<file path="src/rtl/cva6_ras_stack.sv">
// rtl/cva6_ras_stack.sv - circular return-address stack with snapshot/restore and flush
//
// Purpose: predicts return addresses for the frontend. Calls push the return
// address, returns pop it, and the top entry is presented combinationally.
// One snapshot of (top pointer, occupancy) can be saved and restored to repair
// the stack after a mispredict. Entry contents are never repaired.
//
// Ports:
//   clk_i, rst_i        clock, asynchronous active-high reset
//   flush_bp_i          invalidate all entries (occupancy and pointer to 0)
//   push_i, data_i      push a return address
//   pop_i               pop the top entry
//   snapshot_i          save the current top pointer and occupancy
//   restore_i           reload top pointer and occupancy from the snapshot
//   top_valid_o         occupancy != 0
//   top_addr_o          entry at the top pointer
//   empty_o, full_o     occupancy == 0 / occupancy == DEPTH
//
// Optional feature (macro CVA6_RAS_STATS_EN): adds saturating 16-bit counters
//   ovf_cnt_o           push-only while full (oldest entry overwritten)
//   udf_cnt_o           pop-only while empty
// The counters are cleared only by reset.

module cva6_ras_stack #(
    parameter int unsigned DEPTH = 2,
    parameter int unsigned VLEN  = 32
) (
    input  logic            clk_i,
    input  logic            rst_i,
    input  logic            flush_bp_i,
    input  logic            push_i,
    input  logic            pop_i,
    input  logic [VLEN-1:0] data_i,
    input  logic            snapshot_i,
    input  logic            restore_i,
    output logic            top_valid_o,
    output logic [VLEN-1:0] top_addr_o,
    output logic            empty_o,
    output logic            full_o
`ifdef CVA6_RAS_STATS_EN
    ,
    output logic [15:0]     ovf_cnt_o,
    output logic [15:0]     udf_cnt_o
`endif
);

    localparam int unsigned TPW  = (DEPTH > 1) ? $clog2(DEPTH) : 1;
    localparam int unsigned CNTW = $clog2(DEPTH + 1);

    logic [VLEN-1:0] mem [DEPTH];
    logic [TPW-1:0]  tp;
    logic [CNTW-1:0] cnt;
    logic [TPW-1:0]  snap_tp;
    logic [CNTW-1:0] snap_cnt;

    logic [TPW-1:0]  tp_inc;
    logic [TPW-1:0]  tp_dec;
    logic            is_empty;
    logic            is_full;
    logic            do_push;
    logic            do_replace;
    logic            do_pop;

    // Modular pointer arithmetic that also works for non-power-of-two depths;
    // with DEPTH == 1 both collapse to the constant 0.
    assign tp_inc = (tp == TPW'(DEPTH - 1)) ? '0 : tp + TPW'(1);
    assign tp_dec = (tp == '0) ? TPW'(DEPTH - 1) : tp - TPW'(1);

    assign is_empty = (cnt == '0);
    assign is_full  = (cnt == CNTW'(DEPTH));

    // Push+pop together replaces the top in place (tail call); on an empty
    // stack there is nothing to replace, so it behaves as a plain push.
    assign do_push    = push_i && (!pop_i || is_empty);
    assign do_replace = push_i && pop_i && !is_empty;
    assign do_pop     = pop_i && !push_i && !is_empty;

    always_ff @(posedge clk_i or posedge rst_i) begin
        if (rst_i) begin
            tp       <= '0;
            cnt      <= '0;
            snap_tp  <= '0;
            snap_cnt <= '0;
            for (int i = 0; i < int'(DEPTH); i++) begin
                mem[i] <= '0;
            end
        end else begin
            if (flush_bp_i) begin
                tp  <= '0;
                cnt <= '0;
            end else if (restore_i) begin
                tp  <= snap_tp;
                cnt <= snap_cnt;
            end else if (do_push) begin
                tp          <= tp_inc;
                mem[tp_inc] <= data_i;
                if (!is_full) begin
                    cnt <= cnt + CNTW'(1);
                end
            end else if (do_replace) begin
                mem[tp] <= data_i;
            end else if (do_pop) begin
                tp  <= tp_dec;
                cnt <= cnt - CNTW'(1);
            end

            // Snapshot sees pre-update values; a flush in the same cycle
            // leaves an empty snapshot so a later restore cannot resurrect
            // flushed entries.
            if (snapshot_i && !restore_i) begin
                snap_tp  <= tp;
                snap_cnt <= cnt;
            end
            if (flush_bp_i) begin
                snap_cnt <= '0;
            end
        end
    end

`ifdef CVA6_RAS_STATS_EN
    logic [15:0] ovf_cnt;
    logic [15:0] udf_cnt;

    // Only pushes/pops that actually take effect are counted; flush and
    // restore suppress push/pop in their cycle.
    always_ff @(posedge clk_i or posedge rst_i) begin
        if (rst_i) begin
            ovf_cnt <= '0;
            udf_cnt <= '0;
        end else if (!flush_bp_i && !restore_i) begin
            if (push_i && !pop_i && is_full && (ovf_cnt != 16'hffff)) begin
                ovf_cnt <= ovf_cnt + 16'd1;
            end
            if (pop_i && !push_i && is_empty && (udf_cnt != 16'hffff)) begin
                udf_cnt <= udf_cnt + 16'd1;
            end
        end
    end

    assign ovf_cnt_o = ovf_cnt;
    assign udf_cnt_o = udf_cnt;
`endif

    assign top_addr_o  = mem[tp];
    assign top_valid_o = !is_empty;
    assign empty_o     = is_empty;
    assign full_o      = is_full;

endmodule

</file>
<file path="config.mk">
export PLATFORM = sky130hd
export DESIGN_NAME = cva6_ras_stack
export DESIGN_NICKNAME = d
export VERILOG_FILES = /design/src/rtl/cva6_ras_stack.sv
export SDC_FILE = /design/constraint.sdc
export NUM_CORES = 1
export LEC_CHECK = 0
export CORE_AREA = 2 2 103 105
export CTS_CLUSTER_SIZE = 14
export DETAILED_ROUTE_END_ITERATION = 16
export DIE_AREA = 0 0 105 107
export SYNTH_ARGS = -nofsm -noshare
export SYNTH_HDL_FRONTEND = slang
export SYNTH_SLANG_ARGS = --single-unit
export TNS_END_PERCENT = 5
</file>
<file path="constraint.sdc">
create_clock -name clk_i -period 5.2 [get_ports clk_i]
set_input_delay 0.78 -clock clk_i [delete_from_list [all_inputs] [get_ports clk_i]]
set_output_delay 0.78 -clock clk_i [all_outputs]
set_load 0.02 [all_outputs]
</file>
==> results of run 1 <==
-- state kept, by name (all words and copies together) (netlist names) --
signal and flops:
snap_tp 1, snap_cnt 2, mem 64, cnt 2
tp 1
-- layout make-up --
cell class              count  area, sq um
repair buffers             75          746
clock buffers              11          151
inverters                   4         15.0
fillers                   981         5750
clock inverters             5         57.6
well taps                 136          170
flip-flops and latches     70         1750
multi-input cells         131         1450
-- metal layers --
layer  vias to the layer above  track usage (%)  share of wire, %
li1                        922                -                 -
met2                        55             18.8                46
met5                         -                0                 0
met1                       975             16.2                46
met4                         0             5.14               1.7
met3                        10             4.26               6.6
-- metrics by stage --
stage	utilization [%]	power, W
floorplan	-	0.00132
global placement	40.9	0.00162
detailed placement	40.9	0.00164
CTS	43.0	0.00211
global route	43.0	0.00219
finish	43.0	0.00207
-- logic make-up (layout without fill, tap and decap cells) --
kind of cell,Yosys count,after routing,share of synthesized area [%]
xor+xnor,2,2,0.759
buf+inv,18,95,3.15
mux,102,102,38.0
simple gates,17,17,2.77
compound gates,10,10,2.24
flops,70,70,53.1
-- power groups by stage --
stage	clock network, W	logic [W]	registers, W
finish	0.000459	0.000789	0.000827
global route	0.000497	0.000841	0.000856
CTS	0.000477	0.000802	0.000829
detailed placement	0	0.000798	0.000837
global placement	0	0.000790	0.000830
floorplan	0	0.000530	0.000794
-- final timing paths --
kind | startpoint | to | slack [ns] | cells past startpoint
worst max-delay path | tp$_DFFE_PP0P_ | top_addr_o[0] | 2.15 | 2
worst min-delay path | mem[59]$_DFFE_PP0P_ | mem[59]$_DFFE_PP0P_ | 0.49 | 1
worst max register to register | tp$_DFFE_PP0P_ | mem[0]$_DFFE_PP0P_ | 2.54 | 4
worst min register to register | mem[59]$_DFFE_PP0P_ | mem[59]$_DFFE_PP0P_ | 0.49 | 1
max in group asynchronous | rst_i | mem[44]$_DFFE_PP0P_ | 3.35 | 3
min in group asynchronous | rst_i | mem[16]$_DFFE_PP0P_ | 0.87 | 2
-- critical path, stage by stage (launching register included) --
cell and delay, ns:
dfrtp_2 0.94, mux2_2 0.43, clkdlybuf4s50_1 0.55
-- cells in the final DEF (no fill, tap or decap), types with 2 or more instances in the layout --
cell              n
inv_1             3
clkbuf_8         11
mux2_4           29
a221oi_1          2
mux2i_1           3
o22ai_1           2
clkinvlp_4        3
nor2_1            4
mux2_1            2
mux2_2           68
nand2_1           4
dfrtp_1          69
nor2b_1           2
a21oi_1           3
clkdlybuf4s50_1  73
buf_4             2
==> flow_metrics.py, run 1 <==
metrics = {
    "status": {
        "status": "complete, no violations",
    },
    "route": {
        "drc": 0,
        "first_pass_iters": 4,
        "vias": 1962,
        "wl_um": 6450,
        "drt-initial-drc-count": 37,
        "wl_per_cell_um": 14.9,
        "via_per_inst": 4.54,
        "ant_nets": 0,
    },
    "global_routing": {
        "grt_overflow_total": 0,
        "grt_pass1_vias": 2134,
        "grt_antenna_before_repair": 0,
        "grt_use_total_pct": 12.4,
        "grt_max_degree": 38,
        "grt_pass1_wl_um": 10900,
    },
    "clock_network": {
        "cts_hold_buf": 0,
        "cts.sinks": 70,
        "tritoncts": "built",
        "insertion_delay_ns": 0.34,
        "clock_path_buffers": 2,
        "root_buffer": "clkbuf_8",
        "clk_pin_slew_ns": 0.08,
        "cts_made_buffers": 9,
        "cts_setup_buffers": 0,
        "htree_levels": 3,
        "cts_resized": 0,
    },
    "worst_setup_path": {
        "worstPathArrival_ns": 2.27,
        "cp.required_ns": 4.42,
        "worstSetupPathType": "reg -> out",
        "end_kind": "primary output",
        "start_kind": "flop",
        "cp_max_fo": 34,
    },
    "sta": {
        "slew_headroom_pct": 29.3,
        "fin_crit_sh_pct": 58.7,
        "period_minus_slack_ns": 3.05,
        "finalSetupTns_ns": 0,
        "setup_ws_ns": 2.15,
        "tightest_slew_ns": 1.06,
        "rsz0062_at_grt": "no",
        "setup_violations": 0,
        "final_hold_viol_count": 0,
        "hold-worst-slack_ns": 0.490,
        "drv_slew": 0,
        "max_freq_mhz": 328,
        "finClkSkew_ns": 0.0113,
    },
    "yosys": {
        "synth_common_cells": "dfrtp_1, mux2_2, mux2_4",
        "synth_top_area_cell": "dfrtp_1",
        "yosys_register_bits": 70,
        "yosys.area.top_type_share_pct": 53.1,
        "yosysSeqAreaShare_pct": 53.1,
        "synth_area_sq_um": 3300,
        "syn_nets": 258,
        "syn_avg_cell_area_sq_um": 15.1,
        "post-synth-top-count-cell": "dfrtp_1",
        "ys.flop_type": "dfrtp_1",
        "syn_inst": 219,
        "async_reset_ff_share_pct": 100,
        "ys_types": 28,
        "synthTopCellsByArea": "dfrtp_1, mux2_2, mux2_4",
        "synth_edf_count": 0,
        "yosysWarnings": 0,
    },
    "placed_design": {
        "dp_slack_ns": 1.95,
        "place_congestion": 0.714,
        "numPortBuffers": 73,
        "dpl_cell_area_sq_um": 4130,
        "place_hpwl_um": 4130,
        "dp.cells": 416,
    },
    "finish": {
        "design_area_sq_um": 4340,
        "num_antenna_cells": 0,
        "fin_nets": 330,
        "drive_above_1_share_pct": 41.2,
        "final_cells": 432,
        "syn_to_final_growth_pct": 31.6,
    },
    "floorplan": {
        "start_util_pct": 32.7,
        "die_h_um": 107,
        "io_pins": 74,
        "fp.dieW_um": 105,
        "core-area_sq_um": 10100,
        "design.die.area_sq_um": 11200,
        "row_count": 37,
    },
    "job": {
        "maxCapViolations": 0,
    },
    "power_and_ir_drop": {
        "pwr-share-clk_pct": 22.1,
        "p_seq_share_pct": 39.9,
        "ir_drop_v": 0.000246,
        "p_leak_nw": 1.89,
        "comb_power_share_pct": 38.0,
        "netSwitchingFraction_pct": 29.8,
        "p_int_w": 0.00146,
        "power.density_nw_per_um2": 478,
        "p_sw_w": 0.000619,
    },
    "min_path": {
        "hold_path.class": "reg -> reg",
    },
}
No activity file was read; power rests on OpenSTA's default activity.
==> inputs of run 2 (changes only) <==
==> constraint.sdc (replaced) <==
create_clock -name clk_i -period 3.13 [get_ports clk_i]
set_input_delay 0.4695 -clock clk_i [delete_from_list [all_inputs] [get_ports clk_i]]
set_output_delay 0.4695 -clock clk_i [all_outputs]
set_load 0.02 [all_outputs]
==> run 2 against run 1 <==
  * Via count increased by 1.7%
  * Non-clock buffer count increased by 6
  * Utilization increased by 0.50 points
  * Sequential share of layout area decreased by 0.46 points
  * Worst setup slack got worse by 1.7 ns
  * Sequential power increased by 66%
  * First-iteration DRC count decreased by 11%
  * Clock-buffer cell count decreased by 2
  * Combinational power increased by 70%
  * Die area unchanged
  * Register-to-register slack got worse by 1.6 ns
  * Largest cell class unchanged
  * Largest power group unchanged
==> flow_metrics.py, run 2 (synthesis gave the netlist of run 1 again) <==
metrics = {
    "floorplan": {
        "design.die.area_sq_um": 11200,
        "core-area_sq_um": 10100,
        "row_count": 37,
        "die_h_um": 107,
        "io_pins": 74,
        "start_util_pct": 32.7,
        "fp.dieW_um": 105,
    },
    "placed_design": {
        "place_hpwl_um": 4460,
        "place_congestion": 0.681,
        "dp_slack_ns": 0.466,
        "numPortBuffers": 73,
    },
    "sta": {
        "setup_violations": 0,
        "period_minus_slack_ns": 2.72,
        "max_freq_mhz": 368,
        "tightest_slew_ns": 0.695,
        "final_hold_viol_count": 0,
        "slew_headroom_pct": 53.6,
        "rsz0062_at_grt": "no",
        "drv_slew": 0,
        "fin_crit_sh_pct": 86.8,
        "finClkSkew_ns": 0.00538,
        "finalSetupTns_ns": 0,
        "setup_ws_ns": 0.413,
    },
    "worst_setup_path": {
        "worstSetupPathType": "reg -> out",
        "worstPathArrival_ns": 2.25,
        "start_kind": "flop",
        "cp.required_ns": 2.66,
        "cpPeakStageDelay_ns": 0.65,
        "crit_chain": "buf_4, mux2_2, clkdlybuf4s50_1",
        "path_buf_inv": 2,
        "end_kind": "primary output",
        "crit_family": "buffers and inverters",
        "cp_max_fo": 17,
        "slowest_stage": "dfrtp_2",
    },
    "finish": {
        "final_cell_mix": "clkdlybuf4s50_1, dfrtp_1, mux2_2, mux2_4, clkbuf_8",
        "num_antenna_cells": 0,
        "multi_input_area_sq_um": 1450,
        "syn_to_final_growth_pct": 33.1,
        "nFillCells": 987,
        "regMostFlops": "mem",
        "drive_above_1_share_pct": 42.4,
        "largest_reg_flops": 64,
        "layout_commonest_cell": "clkdlybuf4s50_1",
        "fin_nets": 336,
        "top_regs": "mem (64), cnt (2), snap_cnt (2)",
        "ff_latch_area_sq_um": 1750,
    },
    "min_path": {
        "hold_path.class": "reg -> reg",
    },
    "global_routing": {
        "grt_pass1_wl_um": 11200,
        "grt_overflow_total": 0,
        "grt_use_total_pct": 12.8,
        "grt_max_degree": 40,
        "grt_pass1_vias": 2196,
        "grt_antenna_before_repair": 0,
    },
    "route": {
        "first_pass_iters": 4,
        "ant_nets": 0,
        "vias": 1996,
        "wl_um": 6660,
        "drt-initial-drc-count": 33,
        "via_per_inst": 4.56,
        "drc": 0,
        "wl_per_cell_um": 15.2,
    },
    "job": {
        "maxCapViolations": 0,
    },
    "clock_network": {
        "cts_resized": 0,
        "cts_setup_buffers": 0,
        "tritoncts": "built",
        "cts_made_buffers": 9,
        "clk_pin_slew_ns": 0.07,
        "cts_hold_buf": 0,
        "root_buffer": "clkbuf_8",
        "clock_path_buffers": 2,
        "insertion_delay_ns": 0.34,
        "htree_levels": 3,
        "cts.sinks": 70,
    },
    "power_and_ir_drop": {
        "p_total_w": 0.00341,
        "p_leak_nw": 1.93,
        "ir_drop_v": 0.000429,
        "power.density_nw_per_um2": 775,
    },
    "status": {
        "status": "complete, no violations",
    },
}
-- run 2: worst paths after layout --
kind / startpoint / endpoint / cells after the start / slack [ns]
worst min-delay path: mem[59]$_DFFE_PP0P_ / mem[59]$_DFFE_PP0P_ / 1 / 0.48
min in group asynchronous: rst_i / mem[16]$_DFFE_PP0P_ / 2 / 0.55
worst min register to register: mem[59]$_DFFE_PP0P_ / mem[59]$_DFFE_PP0P_ / 1 / 0.48
max in group asynchronous: rst_i / mem[4]$_DFFE_PP0P_ / 3 / 1.91
worst max register to register: cnt[0]$_DFFE_PP0P_ / mem[22]$_DFFE_PP0P_ / 5 / 0.98
worst max-delay path: tp$_DFFE_PP0P_ / top_addr_o[9] / 3 / 0.41
-- run 2: layout make-up --
| cell class | instances | area share (%) |
|---|---|---|
| clock buffer | 9 | 2.82 |
| clock inverter | 7 | 1.48 |
| inverter | 4 | 0.342 |
| multi-input combinational | 131 | 33.0 |
| sequential | 70 | 39.9 |
| tap | 136 | 3.87 |
| timing repair buffer | 81 | 18.6 |
-- run 2: report_power, final --
group | internal (W) | switching [W] | total (W)
combinational | 0.000812 | 0.000525 | 0.00134
clock | 0.000362 | 0.000340 | 0.000702
sequential | 0.00121 | 0.000160 | 0.00137
-- run 2: metrics by stage --
step / area, sq um / cells / hold slack, ns / util, %
2_1_floorplan: 3300 / 219 / 0.454 / -
3_3_place_gp: 4200 / 422 / 0.464 / 41.6
3_5_place_dp: 4200 / 422 / 0.475 / 41.6
4_1_cts: 4390 / 438 / 0.491 / 43.5
5_1_grt: 4390 / 438 / 0.519 / 43.5
6_report: 4390 / 438 / 0.484 / 43.5
-- run 2: worst reg2reg max path, delay by kind of cell, from the launching register on --
kind | cells | cell delay (ns)
DFF | 1 | 0.51
and+or+nand+nor | 1 | 0.38
AOI/OAI and AO/OA | 1 | 0.23
buffers and inverters | 1 | 0.36
muxes | 1 | 0.31
xor gates and xnor gates | 1 | 0.26
-- run 2: routing by layer --
| metal | up-vias | routed length [um] | part of all wire (%) | track usage [%] |
|---|---|---|---|---|
| met5 | - | 0 | 0 | 0 |
| met4 | 0 | 93 | 1.4 | 4.57 |
| met3 | 9 | 407 | 6.1 | 4.50 |
| met2 | 54 | 3150 | 47 | 21.0 |
| met1 | 997 | 3010 | 45 | 15.7 |
| li1 | 936 | - | - | - |
==> inputs of run 3 (changes only) <==
==> constraint.sdc (replaced) <==
create_clock -name clk_i -period 2.6 [get_ports clk_i]
set_input_delay 0.39 -clock clk_i [delete_from_list [all_inputs] [get_ports clk_i]]
set_output_delay 0.39 -clock clk_i [all_outputs]
set_load 0.02 [all_outputs]
==> run 3 against run 2 <==
  * Total power grew 18%
  * Largest cell class unchanged
  * Via count is 1.8% lower
  * Sequential power rose by 19%
  * Critical path depth did not move
  * Sequential share of layout area increased by 0.25 points
  * Highest routed layer unchanged
==> flow_metrics.py, run 3 (synthesis gave the netlist of run 1 again) <==
metrics = {
    "status": {
        "status": "complete, no violations",
    },
    "global_routing": {
        "grtUsageMet2_pct": 18.4,
        "grtUsageMet1_pct": 16.4,
        "grt-busiest-layer": "met2",
        "grt_pass1_vias": 2063,
        "grt_antenna_before_repair": 0,
        "grt_pass1_wl_um": 10800,
        "grt_max_degree": 47,
        "grt_use_total_pct": 12.4,
        "gr-usage-met3_pct": 5.23,
        "grt_overflow_total": 0,
    },
    "placed_design": {
        "place_hpwl_um": 4250,
        "dp.cells": 422,
        "numPortBuffers": 73,
        "place_congestion": 0.685,
    },
    "route": {
        "drc": 0,
        "wl_um": 6390,
        "vias": 1960,
        "via_per_inst": 4.49,
        "drt-initial-drc-count": 62,
        "wl_per_cell_um": 14.6,
        "ant_nets": 0,
        "first_pass_iters": 4,
    },
    "worst_setup_path": {
        "slowest_stage": "clkdlybuf4s50_1",
        "cp.required_ns": 2.21,
        "cp_max_fo": 18,
        "end_kind": "primary output",
        "crit_chain": "buf_4, mux2_2, clkdlybuf4s50_1",
        "startpoint": "tp$_DFFE_PP0P_",
        "path_buf_inv": 2,
        "worstSetupPathType": "reg -> out",
        "start_kind": "flop",
        "cpPeakStageDelay_ns": 0.54,
        "crit_family": "buffers and inverters",
        "timing.rr.start": "cnt[0]$_DFFE_PP0P_",
        "worstPathArrival_ns": 1.91,
    },
    "floorplan": {
        "design.die.area_sq_um": 11200,
        "die_h_um": 107,
        "fp.dieW_um": 105,
        "row_count": 37,
        "core-area_sq_um": 10100,
        "start_util_pct": 32.7,
        "io_pins": 74,
    },
    "sta": {
        "finClkSkew_ns": 0.0111,
        "slew_headroom_pct": 74.2,
        "setup_violations": 0,
        "max_freq_mhz": 435,
        "finalSetupTns_ns": 0,
        "period_minus_slack_ns": 2.30,
        "tightest_slew_ns": 0.386,
        "final_hold_viol_count": 0,
        "rsz0062_at_grt": "no",
        "fin_crit_sh_pct": 88.4,
        "drv_slew": 0,
    },
    "job": {
        "maxCapViolations": 0,
    },
    "finish": {
        "layout_commonest_cell": "clkdlybuf4s50_1",
        "num_antenna_cells": 0,
        "largest_reg_flops": 64,
        "utilization_pct": 43.2,
        "top_regs": "mem (64), cnt (2), snap_cnt (2)",
        "nFillCells": 979,
        "drive_above_1_share_pct": 42.2,
        "fin_nets": 336,
        "regMostFlops": "mem",
        "final_cell_mix": "clkdlybuf4s50_1, dfrtp_1, mux2_2, mux2_4, clkbuf_8",
        "multi_input_area_sq_um": 1450,
        "ff_latch_area_sq_um": 1750,
        "syn_to_final_growth_pct": 32.3,
        "final_cells": 437,
    },
    "clock_network": {
        "root_buffer": "clkbuf_8",
        "clk_pin_slew_ns": 0.07,
        "cts_setup_buffers": 0,
        "insertion_delay_ns": 0.33,
        "tritoncts": "built",
        "clock_path_buffers": 2,
        "cts.sinks": 70,
        "cts_hold_buf": 0,
        "htree_levels": 3,
        "cts_resized": 0,
        "cts_made_buffers": 9,
    },
    "power_and_ir_drop": {
        "ir_drop_v": 0.000481,
        "power.density_nw_per_um2": 921,
        "p_leak_nw": 1.92,
    },
    "min_path": {
        "hold_path.class": "in -> async",
    },
}
## run 3: changes by cell type in the layout (fill, tap and decap cells not counted), sizes merged
cell,change
clkinv,-1
bufinv,-1
clkinvlp,-1
clkbuf,+2
## run 3: layer usage
| layer | vias up | wire (um) |
|---|---|---|
| met3 | 6 | 423 |
| met1 | 971 | 3100 |
| met2 | 52 | 2810 |
| li1 | 931 | - |
| met5 | - | 0 |
| met4 | 0 | 61 |
## run 3: through the flow
step           cell area (sq um)  total power [W]  hold slack (ns)  worst slack, ns
2_1_floorplan               3300          0.00265            0.454            0.442
3_3_place_gp                4190          0.00325            0.464            0.346
3_5_place_dp                4190          0.00328            0.480            0.344
4_1_cts                     4360          0.00409            0.270            0.264
5_1_grt                     4360          0.00428            0.273            0.209
6_report                    4360          0.00402            0.280            0.301
## run 3: power by group
group | switching, W | internal [W] | leakage [nW] | total [W]
clock network | 0.000388 | 0.000388 | 0.0910 | 0.000776
logic | 0.000641 | 0.000975 | 0.975 | 0.00162
registers | 0.000176 | 0.00145 | 0.851 | 0.00163
total | 0.00120 | 0.00282 | 1.92 | 0.00402
## run 3: cell type report
class                           instances  share of cell area (%)
Clock buffer                           11                    3.47
Clock inverter                          4                   0.516
Inverter                                4                   0.344
Multi-Input combinational cell        131                    33.2
Sequential cell                        70                    40.2
Tap cell                              136                    3.90
Timing Repair Buffer                   81                    18.4
## run 3: worst paths after layout
check | cells past startpoint | slack [ns] | end
setup / recovery | 3 | 0.30 | top_addr_o[4]
hold / removal | 2 | 0.28 | mem[51]$_DFFE_PP0P_
setup reg to reg | 5 | 0.78 | mem[2]$_DFFE_PP0P_
hold reg to reg | 1 | 0.49 | mem[56]$_DFFE_PP0P_
max in group asynchronous | 3 | 1.80 | mem[22]$_DFFE_PP0P_
min in group clk_i | 1 | 0.49 | mem[56]$_DFFE_PP0P_
